`config.mk`:
```
export PLATFORM = sky130hd
export DESIGN_NAME = alarm_ctrl_flat
export DESIGN_NICKNAME = d
export VERILOG_FILES = /design/src/rtl/alarm_ctrl_pkg.sv /design/src/rtl/alarm_ctrl_if.sv /design/src/rtl/alarm_ctrl_bcd_field_step.sv /design/src/rtl/alarm_ctrl.sv /design/src/flat_wrapper.sv
export SDC_FILE = /design/constraint.sdc
export NUM_CORES = 1
export LEC_CHECK = 0
export CELL_PAD_IN_SITES_DETAIL_PLACEMENT = 1
export CELL_PAD_IN_SITES_GLOBAL_PLACEMENT = 1
export CORE_MARGIN = 1
export CORE_UTILIZATION = 25
export DETAILED_ROUTE_END_ITERATION = 6
export PLACE_DENSITY_LB_ADDON = 0.1
export SYNTH_ARGS = -nofsm -noshare
export SYNTH_HDL_FRONTEND = slang
export SYNTH_SLANG_ARGS = --single-unit
export TNS_END_PERCENT = 1
```
`constraint.sdc`:
```
create_clock -name clk -period 6 [get_ports clk]
set_clock_uncertainty 0.1 [all_clocks]
set_input_delay 1.5 -clock clk [delete_from_list [all_inputs] [get_ports clk]]
set_output_delay 1.5 -clock clk [all_outputs]
set_load 0.005 [all_outputs]
```
`src/rtl/alarm_ctrl_pkg.sv`:
```
// Shared types and constants for the alarm edit sequencer.
// State codes, field codes, BCD limits and BCD sanity helpers.
package alarm_ctrl_pkg;

    typedef enum logic [2:0] {
        IDLE,
        LOAD,
        EDIT_H,
        EDIT_M,
        EDIT_S,
        COMMIT
    } state_t;

    localparam logic [1:0] FIELD_HOUR = 2'd0;
    localparam logic [1:0] FIELD_MIN  = 2'd1;
    localparam logic [1:0] FIELD_SEC  = 2'd2;
    localparam logic [1:0] FIELD_NONE = 2'd3;

    localparam logic [7:0] HOUR_MAX_BCD   = 8'h23;
    localparam logic [7:0] MINSEC_MAX_BCD = 8'h59;

    localparam int NUM_ALARMS = 3;

    // Digit-wise BCD order matches numeric order once both digits are valid.
    function automatic logic bcd_ok(
        input logic [7:0] v,
        input logic [7:0] max_bcd
    );
        return (v[7:4] <= 4'd9) && (v[3:0] <= 4'd9)
            && (v <= max_bcd);
    endfunction

    function automatic logic [7:0] bcd_clean(
        input logic [7:0] v,
        input logic [7:0] max_bcd
    );
        return bcd_ok(v, max_bcd) ? v : 8'h00;
    endfunction

endpackage

```
`src/rtl/alarm_ctrl_if.sv`:
```
// Button, ring, preload and edit-result bundle of the alarm sequencer.
// slave = the sequencer, master = the debouncers / alarm block side.
interface alarm_ctrl_if;

    logic       btn_mode;
    logic       btn_next;
    logic       btn_inc;
    logic       btn_dec;
    logic       btn_ok;
    logic       ring_in;
    logic [7:0] cur_hour_bcd;
    logic [7:0] cur_minute_bcd;
    logic [7:0] cur_second_bcd;
    logic [1:0] selected_alarm;
    logic       set;
    logic [7:0] hour_bcd_out;
    logic [7:0] minute_bcd_out;
    logic [7:0] second_bcd_out;
    logic       edit_active;
    logic [1:0] edit_field;
    logic       cancel;
    logic       blink;

    modport master (
        output btn_mode, btn_next, btn_inc, btn_dec, btn_ok,
        output ring_in,
        output cur_hour_bcd, cur_minute_bcd, cur_second_bcd,
        input  selected_alarm, set,
        input  hour_bcd_out, minute_bcd_out, second_bcd_out,
        input  edit_active, edit_field, cancel, blink
    );

    modport slave (
        input  btn_mode, btn_next, btn_inc, btn_dec, btn_ok,
        input  ring_in,
        input  cur_hour_bcd, cur_minute_bcd, cur_second_bcd,
        output selected_alarm, set,
        output hour_bcd_out, minute_bcd_out, second_bcd_out,
        output edit_active, edit_field, cancel, blink
    );

endinterface

```
`src/rtl/alarm_ctrl_bcd_field_step.sv`:
```
// Combinational BCD +1/-1 with wrap at 00 and max_bcd_i.
// Invalid or out-of-range input is treated as 00.
module bcd_field_step
    import alarm_ctrl_pkg::*;
(
    input  logic [7:0] value_i,
    input  logic [7:0] max_bcd_i,
    input  logic       inc_i,
    input  logic       dec_i,
    output logic [7:0] value_o
);

    logic [7:0] v;

    always_comb begin
        v       = bcd_clean(value_i, max_bcd_i);
        value_o = v;
        if (inc_i) begin
            if (v == max_bcd_i)
                value_o = 8'h00;
            else if (v[3:0] == 4'd9)
                value_o = {v[7:4] + 4'd1, 4'd0};
            else
                value_o = v + 8'd1;
        end else if (dec_i) begin
            if (v == 8'h00)
                value_o = max_bcd_i;
            else if (v[3:0] == 4'd0)
                value_o = {v[7:4] - 4'd1, 4'd9};
            else
                value_o = v - 8'd1;
        end
    end

endmodule

```
`src/rtl/alarm_ctrl.sv`:
```
// Alarm slot browse/edit/commit sequencer with ring cancel.
// Optional blink output enabled by `define ALARM_CTRL_BLINK_EN.
module alarm_ctrl
    import alarm_ctrl_pkg::*;
#(
    parameter int LOAD_WAIT      = 4,
    parameter int TIMEOUT_CYCLES = 1_000_000_000,
    parameter int BLINK_HALF     = 25_000_000
) (
    input  logic         clk,
    input  logic         rst_n,
    alarm_ctrl_if.slave  bus
);

    localparam int LW_W = $clog2(LOAD_WAIT + 1);
    localparam int TW   = $clog2(TIMEOUT_CYCLES);
    localparam logic [LW_W-1:0] LOAD_LAST = LW_W'(LOAD_WAIT - 1);
    localparam logic [TW-1:0]   TMO_LAST  = TW'(TIMEOUT_CYCLES - 1);
    localparam logic [1:0]      SEL_LAST  = 2'(NUM_ALARMS - 1);

    if (LOAD_WAIT < 1 || TIMEOUT_CYCLES < 2 || BLINK_HALF < 1)
    begin : g_bad_param
        $error("alarm_ctrl: parameter out of range");
    end

    state_t          state_q, state_d;
    logic [1:0]      sel_q, sel_d;
    logic [7:0]      hour_q, hour_d;
    logic [7:0]      min_q, min_d;
    logic [7:0]      sec_q, sec_d;
    logic [LW_W-1:0] load_q, load_d;
    logic [TW-1:0]   tmo_q, tmo_d;
    logic            set_q, set_d;
    logic            cancel_q, cancel_d;
    logic            active_q, active_d;
    logic [1:0]      field_q, field_d;

    logic any_btn, act;
    logic p_mode, p_ok, p_next, p_inc, p_dec;
    logic [7:0] fld_val, fld_max, step_val;

    // A button during ring only cancels the ring; it never reaches the FSM.
    assign any_btn = bus.btn_mode | bus.btn_ok | bus.btn_next
                   | bus.btn_inc | bus.btn_dec;
    assign act      = any_btn & ~bus.ring_in;
    assign cancel_d = any_btn & bus.ring_in;

    assign p_mode = act & bus.btn_mode;
    assign p_ok   = act & bus.btn_ok & ~bus.btn_mode;
    assign p_next = act & bus.btn_next & ~bus.btn_mode & ~bus.btn_ok;
    assign p_inc  = act & bus.btn_inc & ~bus.btn_mode & ~bus.btn_ok
                  & ~bus.btn_next;
    assign p_dec  = act & bus.btn_dec & ~bus.btn_mode & ~bus.btn_ok
                  & ~bus.btn_next & ~bus.btn_inc;

    always_comb begin
        fld_val = hour_q;
        fld_max = HOUR_MAX_BCD;
        unique case (state_q)
            EDIT_M:  begin fld_val = min_q; fld_max = MINSEC_MAX_BCD; end
            EDIT_S:  begin fld_val = sec_q; fld_max = MINSEC_MAX_BCD; end
            default: ;
        endcase
    end

    bcd_field_step u_step (
        .value_i   (fld_val),
        .max_bcd_i (fld_max),
        .inc_i     (p_inc),
        .dec_i     (p_dec),
        .value_o   (step_val)
    );

    always_comb begin
        state_d = state_q;
        sel_d   = sel_q;
        hour_d  = hour_q;
        min_d   = min_q;
        sec_d   = sec_q;
        load_d  = load_q;
        tmo_d   = tmo_q;
        set_d   = 1'b0;
        unique case (state_q)
            IDLE: begin
                unique case (1'b1)
                    p_mode: begin
                        state_d = LOAD;
                        load_d  = '0;
                        tmo_d   = '0;
                    end
                    p_inc: sel_d = (sel_q == SEL_LAST) ? 2'd0 : sel_q + 2'd1;
                    p_dec: sel_d = (sel_q == 2'd0) ? SEL_LAST : sel_q - 2'd1;
                    default: ;
                endcase
            end
            LOAD: begin
                if (p_mode) begin
                    state_d = IDLE;
                end else if (load_q == LOAD_LAST) begin
                    hour_d  = bcd_clean(bus.cur_hour_bcd, HOUR_MAX_BCD);
                    min_d   = bcd_clean(bus.cur_minute_bcd, MINSEC_MAX_BCD);
                    sec_d   = bcd_clean(bus.cur_second_bcd, MINSEC_MAX_BCD);
                    state_d = EDIT_H;
                end else begin
                    load_d = load_q + LW_W'(1);
                end
            end
            EDIT_H, EDIT_M, EDIT_S: begin
                if (act) begin
                    tmo_d = '0;
                    unique case (1'b1)
                        p_mode: state_d = IDLE;
                        p_ok: begin
                            state_d = COMMIT;
                            set_d   = 1'b1;
                        end
                        p_next: begin
                            unique case (state_q)
                                EDIT_H:  state_d = EDIT_M;
                                EDIT_M:  state_d = EDIT_S;
                                default: state_d = EDIT_H;
                            endcase
                        end
                        p_inc, p_dec: begin
                            unique case (state_q)
                                EDIT_M:  min_d  = step_val;
                                EDIT_S:  sec_d  = step_val;
                                default: hour_d = step_val;
                            endcase
                        end
                        default: ;
                    endcase
                end else if (tmo_q == TMO_LAST) begin
                    state_d = IDLE;
                    tmo_d   = '0;
                end else begin
                    tmo_d = tmo_q + TW'(1);
                end
            end
            default: state_d = IDLE;
        endcase
    end

    always_comb begin
        active_d = (state_d != IDLE);
        field_d  = FIELD_NONE;
        unique case (state_d)
            EDIT_H:  field_d = FIELD_HOUR;
            EDIT_M:  field_d = FIELD_MIN;
            EDIT_S:  field_d = FIELD_SEC;
            default: ;
        endcase
    end

    always_ff @(posedge clk or negedge rst_n) begin
        if (!rst_n) begin
            state_q  <= IDLE;
            sel_q    <= 2'd0;
            hour_q   <= 8'h00;
            min_q    <= 8'h00;
            sec_q    <= 8'h00;
            load_q   <= '0;
            tmo_q    <= '0;
            set_q    <= 1'b0;
            cancel_q <= 1'b0;
            active_q <= 1'b0;
            field_q  <= FIELD_NONE;
        end else begin
            state_q  <= state_d;
            sel_q    <= sel_d;
            hour_q   <= hour_d;
            min_q    <= min_d;
            sec_q    <= sec_d;
            load_q   <= load_d;
            tmo_q    <= tmo_d;
            set_q    <= set_d;
            cancel_q <= cancel_d;
            active_q <= active_d;
            field_q  <= field_d;
        end
    end

    assign bus.selected_alarm = sel_q;
    assign bus.set            = set_q;
    assign bus.hour_bcd_out   = hour_q;
    assign bus.minute_bcd_out = min_q;
    assign bus.second_bcd_out = sec_q;
    assign bus.edit_active    = active_q;
    assign bus.edit_field     = field_q;
    assign bus.cancel         = cancel_q;

`ifdef ALARM_CTRL_BLINK_EN
    localparam int BW = (BLINK_HALF > 1) ? $clog2(BLINK_HALF) : 1;
    localparam logic [BW-1:0] BLK_LAST = BW'(BLINK_HALF - 1);

    logic          blink_q;
    logic [BW-1:0] blk_q;
    logic          in_edit_d, in_edit_q;

    assign in_edit_d = (state_d == EDIT_H) || (state_d == EDIT_M)
                    || (state_d == EDIT_S);
    assign in_edit_q = (state_q == EDIT_H) || (state_q == EDIT_M)
                    || (state_q == EDIT_S);

    // A step restarts the phase with the field shown, so the new value is seen.
    always_ff @(posedge clk or negedge rst_n) begin
        if (!rst_n) begin
            blink_q <= 1'b0;
            blk_q   <= '0;
        end else if (!in_edit_d) begin
            blink_q <= 1'b0;
            blk_q   <= '0;
        end else if (in_edit_q && (p_inc || p_dec)) begin
            blink_q <= 1'b1;
            blk_q   <= '0;
        end else if (blk_q == BLK_LAST) begin
            blink_q <= ~blink_q;
            blk_q   <= '0;
        end else begin
            blk_q <= blk_q + BW'(1);
        end
    end

    assign bus.blink = blink_q;
`else
    assign bus.blink = 1'b0;
`endif

endmodule

```
`src/flat_wrapper.sv`:
```
// flat-port wrapper written by rule: the top's interface ports become plain ports
module alarm_ctrl_flat import alarm_ctrl_pkg::*;
#(
    parameter int LOAD_WAIT      = 4,
    parameter int TIMEOUT_CYCLES = 1_000_000_000,
    parameter int BLINK_HALF     = 25_000_000
)
  (clk, rst_n, bus_btn_mode, bus_btn_next, bus_btn_inc, bus_btn_dec, bus_btn_ok, bus_ring_in, bus_cur_hour_bcd, bus_cur_minute_bcd, bus_cur_second_bcd, bus_selected_alarm, bus_set, bus_hour_bcd_out, bus_minute_bcd_out, bus_second_bcd_out, bus_edit_active, bus_edit_field, bus_cancel, bus_blink);
  alarm_ctrl_if bus_i ();
  input  logic clk;
  input  logic rst_n;
  input wire logic [$bits(bus_i.btn_mode)-1:0] bus_btn_mode;
  input wire logic [$bits(bus_i.btn_next)-1:0] bus_btn_next;
  input wire logic [$bits(bus_i.btn_inc)-1:0] bus_btn_inc;
  input wire logic [$bits(bus_i.btn_dec)-1:0] bus_btn_dec;
  input wire logic [$bits(bus_i.btn_ok)-1:0] bus_btn_ok;
  input wire logic [$bits(bus_i.ring_in)-1:0] bus_ring_in;
  input wire logic [$bits(bus_i.cur_hour_bcd)-1:0] bus_cur_hour_bcd;
  input wire logic [$bits(bus_i.cur_minute_bcd)-1:0] bus_cur_minute_bcd;
  input wire logic [$bits(bus_i.cur_second_bcd)-1:0] bus_cur_second_bcd;
  output wire logic [$bits(bus_i.selected_alarm)-1:0] bus_selected_alarm;
  output wire logic [$bits(bus_i.set)-1:0] bus_set;
  output wire logic [$bits(bus_i.hour_bcd_out)-1:0] bus_hour_bcd_out;
  output wire logic [$bits(bus_i.minute_bcd_out)-1:0] bus_minute_bcd_out;
  output wire logic [$bits(bus_i.second_bcd_out)-1:0] bus_second_bcd_out;
  output wire logic [$bits(bus_i.edit_active)-1:0] bus_edit_active;
  output wire logic [$bits(bus_i.edit_field)-1:0] bus_edit_field;
  output wire logic [$bits(bus_i.cancel)-1:0] bus_cancel;
  output wire logic [$bits(bus_i.blink)-1:0] bus_blink;
  assign bus_i.btn_mode = bus_btn_mode;
  assign bus_i.btn_next = bus_btn_next;
  assign bus_i.btn_inc = bus_btn_inc;
  assign bus_i.btn_dec = bus_btn_dec;
  assign bus_i.btn_ok = bus_btn_ok;
  assign bus_i.ring_in = bus_ring_in;
  assign bus_i.cur_hour_bcd = bus_cur_hour_bcd;
  assign bus_i.cur_minute_bcd = bus_cur_minute_bcd;
  assign bus_i.cur_second_bcd = bus_cur_second_bcd;
  assign bus_selected_alarm = bus_i.selected_alarm;
  assign bus_set = bus_i.set;
  assign bus_hour_bcd_out = bus_i.hour_bcd_out;
  assign bus_minute_bcd_out = bus_i.minute_bcd_out;
  assign bus_second_bcd_out = bus_i.second_bcd_out;
  assign bus_edit_active = bus_i.edit_active;
  assign bus_edit_field = bus_i.edit_field;
  assign bus_cancel = bus_i.cancel;
  assign bus_blink = bus_i.blink;
  alarm_ctrl #(.LOAD_WAIT(LOAD_WAIT), .TIMEOUT_CYCLES(TIMEOUT_CYCLES), .BLINK_HALF(BLINK_HALF)) u_core (.clk(clk), .rst_n(rst_n), .bus(bus_i));
endmodule
```
* After elaboration in Yosys (flattened, before gate mapping)
Cells that the tools add are included. Widths: inputs -> output; s select.
Word-level totals: memories kept 0, ROM bits 0, latch bits 0, logic and storage cells 157, memory bits (writable) 0, output and inout bits 32, bits of input ports 32, register bits after elaboration 67
Operators by class: eq/ne operators 21, multipliers 0, shift-type cells 0, reductions and logical operators 26, bitwise logic cells 26, $lt $le $gt $ge 12, multiplexer cells 53, divide/modulo/power cells 0, add/subtract/negate cells 8
Operators by type and width (number):
- $mux 8 | 25
- $mux 30 | 3
- $pmux 8 s2 | 4
- $pmux 30 s2 | 1
- $le 4x4->1 const B | 8
- $add 30x1->30 const B | 1
- $eq 30x30->1 const B | 1
- $mux 3 | 8
- $pmux 3 s3 | 2
- $reduce_and 6->1 | 3
- $and 1x1->1 | 17
- $le 8x7->1 const B | 2
- $eq 3x2->1 const B | 5
- $pmux 3 s2 | 2
- $ne 2x1->1 const B | 5
- $add 8x1->8 const B | 1
- $eq 8x8->1 | 1
- $le 8x6->1 const B | 1
- $le 8x8->1 | 1
- $logic_and 1x1->1 | 8
- $logic_not 8->1 | 1
- $ne 2x2->1 const B | 4
- $reduce_bool 2->1 | 4
- $sub 8x1->8 const B | 1
- 24 further kinds | 37

* Depth between registers and ports, before layout
word-level depth 16, gate-level depth with buffers 18, mapped depth without buffers 13

* By module
From an unflattened synthesis, not the netlist that was laid out.
Unflattened totals: cell total of the unflattened synthesis 619, area total of the unflattened synthesis 5176.2 sq um
Modules (own cells, without submodules):
- alarm_ctrl | cells an instance 436, area each 3931.3 sq um, sequential area each 1679.1 sq um, times used 1
- bcd_field_step | cells an instance 183, area each 1244.9 sq um, sequential area each 0.0 sq um, times used 1

* Least setup slack after synthesis
OpenSTA, ideal clock, no wires.
path kind reg2reg, start reg u_core.state_q[1], end reg u_core.hour_q[1], in the netlist u_core.bus.hour_bcd_out[1], period minus slack after synthesis 3.673 ns, required time 5.774 ns, stages on the path, launching flop included 17, arrival 3.447 ns, path buffers 4, path slack 2.327 ns, setup time 0.126 ns, cell sequence dfrtp_1 clkbuf_1 or3b_1 clkbuf_1 clkbuf_1 o221ai_1 a21oi_1 nor3_2 buf_2 nand2_1 ha_1 nand2_1 inv_1 o41ai_2 o21ai_0 o211a_1 o32a_1
On the way: cells in the longest elaborated chain, start to end 15, elaborated cells between the ends (all ways) 37, classes of those cells 2 x add/sub; 3 x order compare; 11 x eq/ne; 13 x mux; 8 x reduce/logical
RTL lines:
- start: declaration | RTL line alarm_ctrl.sv:26 | state_t state_q, state_d;
- start signal: assignment | RTL line alarm_ctrl.sv:169 | state_q <= state_d;
- $eq 3x2->1 or $eq 3x3->1 (tied branches) | RTL line alarm_ctrl.sv:59, alarm_ctrl.sv:83, alarm_ctrl.sv:125
- $reduce_or 2->1 (no source line) or $pmux 8 s2 (tied branches)
- $mux 7 or $le 4x4->1 (tied branches) | RTL line alarm_ctrl.sv:59, alarm_ctrl_pkg.sv:29
- $le 8x8->1 or $logic_and 1x1->1 (tied branches) | RTL line alarm_ctrl_pkg.sv:30, alarm_ctrl_pkg.sv:29
- $logic_and 1x1->1 | RTL line alarm_ctrl_pkg.sv:30 | && (v <= max_bcd);
- $mux 8 | RTL line alarm_ctrl_pkg.sv:37 | return bcd_ok(v, max_bcd) ? v : 8'h00;
- $sub 8x1->8 or $logic_not 4->1 (tied branches) | RTL line alarm_ctrl_bcd_field_step.sv:31, alarm_ctrl_bcd_field_step.sv:28
- $mux 8 | RTL line alarm_ctrl_bcd_field_step.sv:28 | else if (v[3:0] == 4'd0)
- $mux 8 | RTL line alarm_ctrl_bcd_field_step.sv:26 | if (v == 8'h00)
- $mux 8 | RTL line alarm_ctrl_bcd_field_step.sv:25 | end else if (dec_i) begin
- $mux 8 | RTL line alarm_ctrl_bcd_field_step.sv:18 | if (inc_i) begin
- $mux 8 | RTL line alarm_ctrl.sv:125 | unique case (state_q)
- $mux 8 | RTL line alarm_ctrl.sv:111 | unique case (1'b1)
- $mux 8 | RTL line alarm_ctrl.sv:109 | if (act) begin
- $pmux 8 s2 | RTL line alarm_ctrl.sv:83 | unique case (state_q)
- end signal: assignment | RTL line alarm_ctrl.sv:171 | hour_q <= hour_d;
- end: declaration | RTL line alarm_ctrl.sv:28 | logic [7:0] hour_q, hour_d;
Several ways; a longest one is shown, not always the timed one. The select of a mux whose other input is x is not followed. A chain may end at the register's enable or synchronous reset.

* Worst setup path after layout
start reg u_core.state_q[0], end reg u_core.sec_q[6], in the netlist u_core.bus.second_bcd_out[6]
On the way: cells in the longest elaborated chain, start to end 15, elaborated cells between the ends (all ways) 39, classes of those cells 4 x add/sub; 3 x order compare; 11 x eq/ne; 13 x mux; 8 x reduce/logical
RTL lines:
- $eq 3x2->1 or $eq 3x3->1 (tied branches) | RTL line alarm_ctrl.sv:59, alarm_ctrl.sv:83, alarm_ctrl.sv:125
- $reduce_or 2->1 (no source line) or $pmux 8 s2 (tied branches)
- $mux 7 or $le 4x4->1 (tied branches) | RTL line alarm_ctrl.sv:59, alarm_ctrl_pkg.sv:29
- $le 8x8->1 or $logic_and 1x1->1 (tied branches) | RTL line alarm_ctrl_pkg.sv:30, alarm_ctrl_pkg.sv:29
- $logic_and 1x1->1 | RTL line alarm_ctrl_pkg.sv:30
- $mux 8 | RTL line alarm_ctrl_pkg.sv:37
- $sub 8x1->8, or another cell as far along | RTL line alarm_ctrl_bcd_field_step.sv:31 | value_o = v - 8'd1;
- $mux 8 | RTL line alarm_ctrl_bcd_field_step.sv:28
- $mux 8 | RTL line alarm_ctrl_bcd_field_step.sv:26
- $mux 8 | RTL line alarm_ctrl_bcd_field_step.sv:25
- $mux 8 | RTL line alarm_ctrl_bcd_field_step.sv:18
- $mux 8 | RTL line alarm_ctrl.sv:125
- $mux 8 | RTL line alarm_ctrl.sv:111
- $mux 8 | RTL line alarm_ctrl.sv:109
- $pmux 8 s2 | RTL line alarm_ctrl.sv:83
- end signal: assignment | RTL line alarm_ctrl.sv:161 | sec_q <= 8'h00;
- end signal: assignment | RTL line alarm_ctrl.sv:173 | sec_q <= sec_d;
- end: declaration | RTL line alarm_ctrl.sv:30 | logic [7:0] sec_q, sec_d;
Several ways; a longest one is shown, not always the timed one. The select of a mux whose other input is x is not followed.

==> qor.yml <==
run_status:
  status: "complete, no violations"
route:
  drt_iter0_drc: 256
  vias_per_cell: 5.34
  wl_per_cell_um: 20.4
  firstDrtPassIters: 5
  drc: 0
  finalWirelength_mm: 16.8
  via_count: 4384
  final_antenna_net_count: 0
power:
  p_leak_uw: 0.00228
  p_per_area_mw_per_mm2: 487
  ir_worst_vdd_mv: 0.174
sta:
  rsz0062_at_grt: "no"
  finalWorstSetupSlack_ns: 1.48
  fmax_ghz: 0.221
  setup-tns-final_ns: 0
  slew_headroom_pct: 33.5
  setup_viol: 0
  final_hold_viol_count: 0
  fin_crit_ns: 4.52
  period_share_pct: 75.3
  finalMaxSlewViolations: 0
  tightest_slew_ns: 0.997
synth:
  synthArstFlopShare_pct: 100
  ys_ff_latch: 67
  synth_area_mm2: 0.00443
  synth_warnings: 0
  syn_avg_cell_area_um2: 8.38
  synthFlopType: "dfrtp_1"
  ys_seq_area_share_pct: 37.9
  synth_edf_count: 0
  syn_inst: 529
  synthDistinctLibCells: 71
  synthesis.nets: 573
die:
  dieHeight_um: 135
  rows: 48
  core_mm2: 0.0173
  die-area_mm2: 0.0183
  io-pin-count: 64
  die_w_um: 135
  start_util_pct: 25.6
clock_tree:
  cts_root_buf: "clkbuf_16"
  clkSinkCount: 67
  cts_htree_levels: 3
  cts_buffers: 9
  post-cts-setup-buffer-count: 0
  clk_latency_ns: 0.35
  cts_tree: "yes"
  clk_path_buf_depth: 2
  cts_resized: 0
  postCtsHoldBufs: 0
  clkTransAtPathRegs_ns: 0.06
placed_design:
  dp_worst_setup_slack_ns: 1.37
  hpwlAfterDp_mm: 13.1
  io_buffers: 62
  gp_congestion: 0.855
  place_area_mm2: 0.00533
setup_path:
  worstSetupPathDepth: 14
  critical-path-max-stage-delay_ns: 0.83
  r2r_cells: 14
  crit_end: "u_core.bus.second_bcd_out[6]"
  cp_max_fo: 25
  crit_family: "compound AO/OA/AOI/OAI gates"
  critPathBufInv: 2
  required_ns: 6.16
  crit_arrival_ns: 4.68
  cp-start-kind: "flop"
  crit_start: "u_core.state_q[0]"
  ff2ff_setup_slack_ns: 1.48
  cp_slowest_cell: "dfrtp_1"
  timing.rr.end: "u_core.bus.second_bcd_out[6]"
  criticalPathCategory: "reg -> reg"
  setup.worst_path.end_class: "flop"
  path_cells: "or3b_1 > nand2_1 > o31a_1 > o2111a_1 > nor3_2 > buf_4 > nand2_1 > ha_1 > o21ai_0 > nor2_1 > a211oi_1 > o21ai_0 > buf_4 > a41oi_1"
  crit-reg2reg-launch: "u_core.state_q[0]"
layout:
  diodes: 0
  syn2layout_area_growth_pct: 27.2
  final_nets: 635
  drive_gt1_share_pct: 7.72
  fillCellCount: 2040
  final_area_mm2: 0.00564
  fin_util_pct: 32.6
global_route:
  grt_usage_pct: 19.7
  grt_pass1_vias: 4694
  grt_max_degree: 37
  grt_overflow: 0
  grt_pass1_wl_mm: 26.9
  antenna_found_initial: 0
min_path:
  min-delay-start: "u_core.load_q[2]"
  hp-class: "reg -> reg"
flow_run:
  drv_cap: 0
stage by stage:
stage,instances,power [uW],hold slack (ns)
2_1_floorplan,529,1560,0.343
3_3_place_gp,805,2180,0.358
3_5_place_dp,805,2200,0.372
4_1_cts,821,2770,0.385
5_1_grt,821,2950,0.423
6_report,821,2750,0.378
final cells by class:
cell class / count / area (um^2) / area share, %
inverter: 17 / 63.8 / 1.13
multi-input combinational: 423 / 2610 / 46.3
clock buffer: 9 / 225 / 3.99
clock inverter: 7 / 82.6 / 1.46
tap: 225 / 282 / 4.99
timing repair buffer: 73 / 698 / 12.4
sequential: 67 / 1680 / 29.8
synthesized netlist by cell type (all sizes together), types with 6 or more instances:
| cell | instances | area share [%] |
|---|---|---|
| and3 | 12 | 1.7 |
| and2 | 6 | 0.85 |
| nand3 | 19 | 2.1 |
| xnor2 | 7 | 1.4 |
| a21oi | 24 | 2.7 |
| nand2 | 74 | 6.3 |
| nor4 | 7 | 0.99 |
| nor3b | 6 | 1.0 |
| clkbuf | 19 | 1.6 |
| nor2 | 63 | 5.3 |
| nor2b | 6 | 0.85 |
| nand4 | 12 | 1.7 |
| xor2 | 17 | 3.4 |
| o21ai | 29 | 3.3 |
| dfrtp | 65 | 37 |
| ha | 12 | 3.4 |
| nor3 | 13 | 1.6 |
| inv | 17 | 1.4 |
| o221ai | 6 | 1.2 |
| o32a | 7 | 1.6 |
| a31oi | 14 | 2.0 |
sequential cells by signal, indices dropped and copies added, names as in the netlist:
name / count
u_core.tmo_q: 30
u_core.bus.hour_bcd_out: 8
u_core.bus.minute_bcd_out: 8
u_core.bus.second_bcd_out: 8
u_core.load_q: 3
u_core.state_q: 3
u_core.bus.edit_field: 2
u_core.bus.selected_alarm: 2
u_core.bus.cancel: 1
u_core.bus.edit_active: 1
u_core.bus.set: 1
where the power goes:
part | internal [uW] | switching (uW)
logic | 583 | 837
clock network | 328 | 229
registers | 575 | 196
total | 1490 | 1260
layer usage:
layer	track usage (%)	vias up	wire length, um
li1	-	2069	-
met1	23.6	2176	7090
met2	32.9	105	8120
met3	5.31	34	942
met4	8.99	0	626
met5	0	-	0
logic make-up (layout without fill, tap and decap cells):
| family | Yosys count | after routing | synth area share (%) |
|---|---|---|---|
| buf+inv | 39 | 106 | 3.44 |
| compound gates | 135 | 135 | 22.0 |
| mux | 5 | 5 | 1.16 |
| flops | 67 | 67 | 37.9 |
| other cells | 1 | 1 | 0.0846 |
| simple gates | 245 | 245 | 27.1 |
| xor+xnor | 24 | 24 | 4.74 |
| fa+ha+maj | 13 | 13 | 3.61 |
worst reg2reg max path: cells and delay by family (launching register included):
kind                     cells  cell delay [ns]
AND/OR/NAND/NOR              5             1.19
adder cells (fa/ha/maj)      1             0.33
buffers and inverters        2             0.42
AO/OA/AOI/OAI                6             1.56
flip-flops                   1             0.83
worst min path at each step:
| stage | to | cells after the start |
|---|---|---|
| after floorplan | u_core.load_q[2] | 2 |
| after global placement | u_core.load_q[2] | 2 |
| after detailed placement | u_core.load_q[2] | 2 |
| after CTS | u_core.load_q[2] | 2 |
| after global routing | u_core.load_q[2] | 2 |
| final | u_core.load_q[2] | 2 |
placed cells by master, fill, tap and decap left out, drive strengths merged, types with 13 or more instances in the layout:
| cell | synthesis | layout |
|---|---|---|
| clkdlybuf4s50 | 0 | 61 |
| a31oi | 14 | 14 |
| xor2 | 17 | 17 |
| a21oi | 24 | 24 |
| nand2 | 74 | 74 |
| o21ai | 29 | 29 |
| nor2 | 63 | 63 |
| nand3 | 19 | 19 |
| dfrtp | 65 | 65 |
| nor3 | 13 | 13 |
| inv | 17 | 20 |
Note: power is estimated with default switching activity, not from simulation.
